## src/rtl/lsu_pkg.sv

```systemverilog
// Shared encodings for the load/store unit: access sizes, FSM states, byte masks
// and the small decode helpers used at request acceptance.
package lsu_pkg;

    typedef enum logic [1:0] {
        SZ_B = 2'd0,
        SZ_H = 2'd1,
        SZ_W = 2'd2,
        SZ_X = 2'd3
    } size_e;

    typedef enum logic [2:0] {
        ST_IDLE,
        ST_LOAD,
        ST_RMW_RD,
        ST_RMW_WR,
        ST_STORE,
        ST_RESP
    } state_e;

    localparam logic [3:0] MASK_B = 4'b0001;
    localparam logic [3:0] MASK_H = 4'b0011;
    localparam logic [3:0] MASK_W = 4'b1111;

    // Illegal size or an address not aligned to the access size.
    function automatic logic is_bad(input logic [1:0] size, input logic [1:0] off);
        case (size)
            SZ_B:    is_bad = 1'b0;
            SZ_H:    is_bad = off[0];
            SZ_W:    is_bad = (off != 2'b00);
            default: is_bad = 1'b1;
        endcase
    endfunction

    function automatic logic [3:0] size_mask(input logic [1:0] size);
        case (size)
            SZ_B:    size_mask = MASK_B;
            SZ_H:    size_mask = MASK_H;
            default: size_mask = MASK_W;
        endcase
    endfunction

    function automatic logic [31:0] store_data(input logic [1:0] size, input logic [31:0] wdata);
        case (size)
            SZ_B:    store_data = {24'b0, wdata[7:0]};
            SZ_H:    store_data = {16'b0, wdata[15:0]};
            default: store_data = wdata;
        endcase
    endfunction

endpackage

```

## src/rtl/lsu_lane_align.sv

```systemverilog
// Combinational lane logic: pulls a byte/half out of a memory word with zero or
// sign extension, and merges right-justified store data into a memory word.
module lsu_lane_align
    import lsu_pkg::*;
(
    input  logic [1:0]  i_off,
    input  logic [1:0]  i_size,
    input  logic        i_signed,
    input  logic [31:0] i_rdata,
    input  logic [31:0] i_wdata,
    output logic [31:0] o_ld_data,
    output logic [31:0] o_merged
);

    logic [4:0]  w_sh;
    logic [7:0]  w_byte;
    logic [15:0] w_half;

    assign w_sh   = {i_off, 3'b000};
    assign w_byte = i_rdata[w_sh +: 8];
    assign w_half = i_off[1] ? i_rdata[31:16] : i_rdata[15:0];

    always_comb begin
        o_ld_data = i_rdata;
        o_merged  = i_wdata;
        case (i_size)
            SZ_B: begin
                o_ld_data           = {{24{i_signed & w_byte[7]}}, w_byte};
                o_merged            = i_rdata;
                o_merged[w_sh +: 8] = i_wdata[7:0];
            end
            SZ_H: begin
                o_ld_data = {{16{i_signed & w_half[15]}}, w_half};
                o_merged  = i_rdata;
                if (i_off[1]) o_merged[31:16] = i_wdata[15:0];
                else          o_merged[15:0]  = i_wdata[15:0];
            end
            default: ;
        endcase
    end

endmodule

```

## src/rtl/lsu_ctrl.sv

```systemverilog
// Load/store controller: one outstanding access, sub-word stores at non-zero
// offsets become a read-modify-write of the whole word. All outputs registered.
module lsu_ctrl
    import lsu_pkg::*;
(
    input  logic        clk,
    input  logic        rst_n,
    input  logic        req_valid,
    output logic        req_ready,
    input  logic        req_we,
    input  logic [1:0]  req_size,
    input  logic        req_signed,
    input  logic [31:0] req_addr,
    input  logic [31:0] req_wdata,
    output logic        resp_valid,
    output logic [31:0] resp_rdata,
    output logic        resp_err,
    output logic        mem_ce,
    output logic        mem_we,
    output logic        mem_rd,
    output logic [31:0] mem_addr,
    output logic [31:0] mem_wdata,
    output logic [3:0]  mem_w_mask,
    output logic [3:0]  mem_r_mask,
    input  logic [31:0] mem_rdata
);

    state_e      r_state;
    logic [31:0] r_addr;
    logic [1:0]  r_size;
    logic        r_signed;
    logic [31:0] r_wdata;
    logic        r_resp_valid, r_resp_err;
    logic [31:0] r_resp_rdata;
    logic        r_mem_ce, r_mem_we, r_mem_rd;
    logic [31:0] r_mem_addr, r_mem_wdata;
    logic [3:0]  r_mem_w_mask, r_mem_r_mask;
    logic [31:0] w_ld_data, w_merged;

    lsu_lane_align u_align (
        .i_off     (r_addr[1:0]),
        .i_size    (r_size),
        .i_signed  (r_signed),
        .i_rdata   (mem_rdata),
        .i_wdata   (r_wdata),
        .o_ld_data (w_ld_data),
        .o_merged  (w_merged)
    );

    // Gated by rst_n so the handshake stays closed while reset is held.
    assign req_ready  = rst_n && (r_state == ST_IDLE);
    assign resp_valid = r_resp_valid;
    assign resp_rdata = r_resp_rdata;
    assign resp_err   = r_resp_err;
    assign mem_ce     = r_mem_ce;
    assign mem_we     = r_mem_we;
    assign mem_rd     = r_mem_rd;
    assign mem_addr   = r_mem_addr;
    assign mem_wdata  = r_mem_wdata;
    assign mem_w_mask = r_mem_w_mask;
    assign mem_r_mask = r_mem_r_mask;

    always_ff @(posedge clk or negedge rst_n) begin
        if (!rst_n) begin
            r_state      <= ST_IDLE;
            r_addr       <= '0;
            r_size       <= '0;
            r_signed     <= 1'b0;
            r_wdata      <= '0;
            r_resp_valid <= 1'b0;
            r_resp_err   <= 1'b0;
            r_resp_rdata <= '0;
            r_mem_ce     <= 1'b0;
            r_mem_we     <= 1'b0;
            r_mem_rd     <= 1'b0;
            r_mem_addr   <= '0;
            r_mem_wdata  <= '0;
            r_mem_w_mask <= '0;
            r_mem_r_mask <= '0;
        end else begin
            // Memory strobes and the response pulse last one state unless re-armed.
            r_resp_valid <= 1'b0;
            r_mem_ce     <= 1'b0;
            r_mem_we     <= 1'b0;
            r_mem_rd     <= 1'b0;
            r_mem_addr   <= '0;
            r_mem_wdata  <= '0;
            r_mem_w_mask <= '0;
            r_mem_r_mask <= '0;
            case (r_state)
                ST_IDLE: if (req_valid) begin
                    r_addr   <= req_addr;
                    r_size   <= req_size;
                    r_signed <= req_signed;
                    r_wdata  <= req_wdata;
                    if (is_bad(req_size, req_addr[1:0])) begin
                        r_state      <= ST_RESP;
                        r_resp_valid <= 1'b1;
                        r_resp_err   <= 1'b1;
                        r_resp_rdata <= '0;
                    end else begin
                        r_mem_ce   <= 1'b1;
                        r_mem_addr <= {req_addr[31:2], 2'b00};
                        if (!req_we) begin
                            r_state      <= ST_LOAD;
                            r_mem_rd     <= 1'b1;
                            r_mem_r_mask <= MASK_W;
                        end else if (req_size == SZ_W || req_addr[1:0] == 2'b00) begin
                            r_state      <= ST_STORE;
                            r_mem_we     <= 1'b1;
                            r_mem_w_mask <= size_mask(req_size);
                            r_mem_wdata  <= store_data(req_size, req_wdata);
                        end else begin
                            r_state      <= ST_RMW_RD;
                            r_mem_rd     <= 1'b1;
                            r_mem_r_mask <= MASK_W;
                        end
                    end
                end
                ST_LOAD: begin
                    r_state      <= ST_RESP;
                    r_resp_valid <= 1'b1;
                    r_resp_err   <= 1'b0;
                    r_resp_rdata <= w_ld_data;
                end
                ST_RMW_RD: begin
                    // Merged word is held in the write-data register for RMW_WR.
                    r_state      <= ST_RMW_WR;
                    r_mem_ce     <= 1'b1;
                    r_mem_we     <= 1'b1;
                    r_mem_w_mask <= MASK_W;
                    r_mem_addr   <= {r_addr[31:2], 2'b00};
                    r_mem_wdata  <= w_merged;
                end
                ST_STORE, ST_RMW_WR: begin
                    r_state      <= ST_RESP;
                    r_resp_valid <= 1'b1;
                    r_resp_err   <= 1'b0;
                    r_resp_rdata <= '0;
                end
                ST_RESP: r_state <= ST_IDLE;
                default: r_state <= ST_IDLE;
            endcase
        end
    end

endmodule
```

## config.mk

```make
export PLATFORM = sky130hd
export DESIGN_NAME = lsu_ctrl
export DESIGN_NICKNAME = d
export VERILOG_FILES = /design/src/rtl/lsu_pkg.sv /design/src/rtl/lsu_lane_align.sv /design/src/rtl/lsu_ctrl.sv
export SDC_FILE = /design/constraint.sdc
export NUM_CORES = 1
export LEC_CHECK = 0
export CAP_MARGIN = 0
export CORE_MARGIN = 1
export CORE_UTILIZATION = 44
export DETAILED_ROUTE_END_ITERATION = 6
export PLACE_DENSITY = 0.73
export SLEW_MARGIN = 40
export SYNTH_ARGS = -nofsm -noshare
export SYNTH_HDL_FRONTEND = slang
export SYNTH_SLANG_ARGS = --single-unit
```

## constraint.sdc

```tcl
create_clock -name clk -period 4.4 [get_ports clk]
set_input_delay 0.44 -clock clk [delete_from_list [all_inputs] [get_ports clk]]
set_output_delay 0.44 -clock clk [all_outputs]
set_load 0.01 [all_outputs]
```

==> impl_metrics.env <==
export IMPL_synth_top_area_share_pct=51.8
export IMPL_power_frac_comb_pct=38.9
export IMPL_wl_per_cell_um=20.5
export IMPL_mostFrequentLayoutCells="clkdlybuf4s50_1, nand2_1, dfrtp_1"
export IMPL_drc_errors=17
export IMPL_dr_total_vias=7339
export IMPL_first_pass_iters=7
export IMPL_cts_setup_buffers=0
export IMPL_yosysTopAreaCell="dfrtp_1"
export IMPL_cts_resized=0
export IMPL_synthArstFlopShare_pct=100
export IMPL_cts_root_buf="clkbuf_16"
export IMPL_leakagePower_nw=4.86
export IMPL_num_nets_final=1086
export IMPL_avgSynthCellArea_um2=10.1
export IMPL_fmax_mhz=380
export IMPL_hold_viol=0
export IMPL_critPathMaxFanout=16
export IMPL_cp_required_ps=4770
export IMPL_dp_hpwl_mm=16.5
export IMPL_r2r_start="r_addr[0]"
export IMPL_synthCells=814
export IMPL_rr_worst_depth=6
export IMPL_synth_area_top_cells="dfrtp_1, nand2_1, a221o_1"
export IMPL_synth_mux_area_share_pct=5.97
export IMPL_min_path_type="in2async"
export IMPL_drive_gt1_share_pct=8.17
export IMPL_grt_overflow=0
export IMPL_swShare_pct=39.4
export IMPL_grtUsageTotal_pct=26.4
export IMPL_slew_viol_final=0
export IMPL_cts_max_path_buffers=2
export IMPL_stdcell_area_um2=11000
export IMPL_synthSimpleGateAreaFrac_pct=15.3
export IMPL_fin_util_pct=60.6
export IMPL_cp_startpoint="r_addr[0]"
export IMPL_grt_max_degree=109
export IMPL_die_width_um=139
export IMPL_synth_warnings=0
export IMPL_violations="design-rule violations"
export IMPL_status="complete, but fails checks"
export IMPL_clk_latency_ps=440
export IMPL_grt_pass1_wl_mm=40.0
export IMPL_critPathKind="reg2reg"
export IMPL_grt_antenna_before_repair=0
export IMPL_crit_path_start_kind="flip-flop"
export IMPL_p_int_mw=3.92
export IMPL_dp_slack_ps=1670
export IMPL_place_gp_congestion=0.894
export IMPL_finClkSkew_ps=9.67
export IMPL_period_share_pct=59.8
export IMPL_antenna_left=0
export IMPL_placed_cell_area_um2=10400
export IMPL_synthAdderAreaFrac_pct=0.757
export IMPL_rsz0062_at_grt="false"
export IMPL_synth_edf_count=0
export IMPL_seqCellArea_um2=4280
export IMPL_wirelength_mm=25.0
export IMPL_numCtsBuffers=17
export IMPL_die_area_um2=19300
export IMPL_whs_ps=13.3
export IMPL_syn_area_um2=8260
export IMPL_cts_tree="done"
export IMPL_ir_drop_v=0.000378
export IMPL_initial_utilization_pct=45.4
export IMPL_core_rowCount=49
export IMPL_port_buffers=210
export IMPL_ys_flop_type="dfrtp_1"
export IMPL_period_needed_ps=2630
export IMPL_critPathArrivalTime_ps=3000
export IMPL_coreArea_um2=18200
export IMPL_crit_path_end_kind="flip-flop"
export IMPL_diodes=0
export IMPL_die_h_um=139
export IMPL_p_switching_mw=2.55
export IMPL_htree_levels=4
export IMPL_synth_xor_area_share_pct=0
export IMPL_regToRegEndpoint="mem_wdata[24]"
export IMPL_power_frac_seq_pct=37.7
export IMPL_hold_buffers=0
export IMPL_p_per_area_nw_per_um2=587
export IMPL_multi_input_area_um2=3580
export IMPL_syn_to_final_growth_pct=33.6
export IMPL_ios=213
export IMPL_path_clk_slew_ps=80
export IMPL_synth_top_family_by_area="compound AO/OA/AOI/OAI gates"
export IMPL_worstMarginPinSlew_ps=808
export IMPL_tns_ps=0
export IMPL_p_clk_share_pct=23.4
export IMPL_slew_headroom_pct=46.1
export IMPL_ys_seq_area_share_pct=51.8
export IMPL_r2r_slack_ps=1770
export IMPL_setup_worst_path_end="mem_wdata[24]"
export IMPL_grt_pass1_vias=7265
export IMPL_power_total_mw=6.47
export IMPL_fillers=1512
export IMPL_clock_sink_count=171
export IMPL_ys_seq_elements=171
export IMPL_ys_types=45
export IMPL_cap_violations=0
export IMPL_drtIter0Drc=545
export IMPL_viasPerCell=6.02
export IMPL_finalNonFillerCells=1220
export IMPL_placed_cells=1188
export IMPL_setup_violations=0
export IMPL_fin_ws_ps=1770
export IMPL_final_common_cell="clkdlybuf4s50_1"
export IMPL_synth_compound_gate_area_share_pct=20.9
registers in the layout, summed over array words and instances, names as in the netlist:
signal	cells
r_state	3
mem_addr	30
resp_err	1
mem_we	1
mem_r_mask	1
r_wdata	32
mem_wdata	32
mem_ce	1
r_size	2
resp_rdata	32
r_addr	32
resp_valid	1
r_signed	1
mem_w_mask	2
power by group through the flow:
stage / registers [mW] / clock network, mW / logic (mW)
global route: 2.50 / 1.59 / 2.77
floorplan: 2.35 / 0 / 1.67
detailed placement: 2.45 / 0 / 2.49
global placement: 2.44 / 0 / 2.42
CTS: 2.43 / 1.53 / 2.51
finish: 2.44 / 1.51 / 2.52
metal layers:
layer	part of all wire (%)	GRT usage, %	vias up	routed length [um]
li1	-	-	3285	-
met1	41	34.5	3651	10300
met2	48	41.9	358	11900
met3	8.8	7.46	45	2190
met4	2.6	9.82	0	644
met5	0	0	-	0
cell families (layout without fill, tap and decap cells):
| logic type | after synthesis | after routing |
|---|---|---|
| AND/OR/NAND/NOR | 284 | 284 |
| buffers and inverters | 100 | 276 |
| other | 1 | 2 |
| adder cells (fa/ha/maj) | 5 | 5 |
| AO/OA/AOI/OAI | 216 | 216 |
| flip-flops | 171 | 171 |
| multiplexers | 37 | 37 |
synth_stat cells (all sizes together), types with 15 or more instances:
cell type	number
o22ai	24
nor2b	18
a22oi	15
nor2	23
o21ai	40
buf	36
dfrtp	171
nand2	192
a32o	38
clkbuf	42
a221oi	15
a221o	55
inv	21
mux2	18
worst min path at each step:
stage | startpoint | to | slack [ps]
after floorplan | rst_n | mem_addr[10] | 140
after global placement | r_wdata[30] | r_wdata[30] | 460
after detailed placement | r_wdata[26] | r_wdata[26] | 460
after CTS | rst_n | resp_rdata[19] | 20
after global routing | rst_n | resp_rdata[19] | 50
final | rst_n | resp_rdata[19] | 10
worst max-delay path, stage by stage (launching register included):
cell and delay (ps):
dfrtp_1 830, inv_1 240, ha_1 400, nand3b_1 160
or4_1 600, nor2_1 220, a221o_1 130
final cells by class:
| class | count | share of cell area, % |
|---|---|---|
| well taps | 229 | 2.60 |
| clock buffers | 17 | 3.86 |
| multi-input cells | 544 | 32.4 |
| flip-flops and latches | 171 | 38.8 |
| inverters | 22 | 0.748 |
| repair buffers | 222 | 19.9 |
| clock inverters | 15 | 1.63 |
Power figures use the tool's default switching activity.
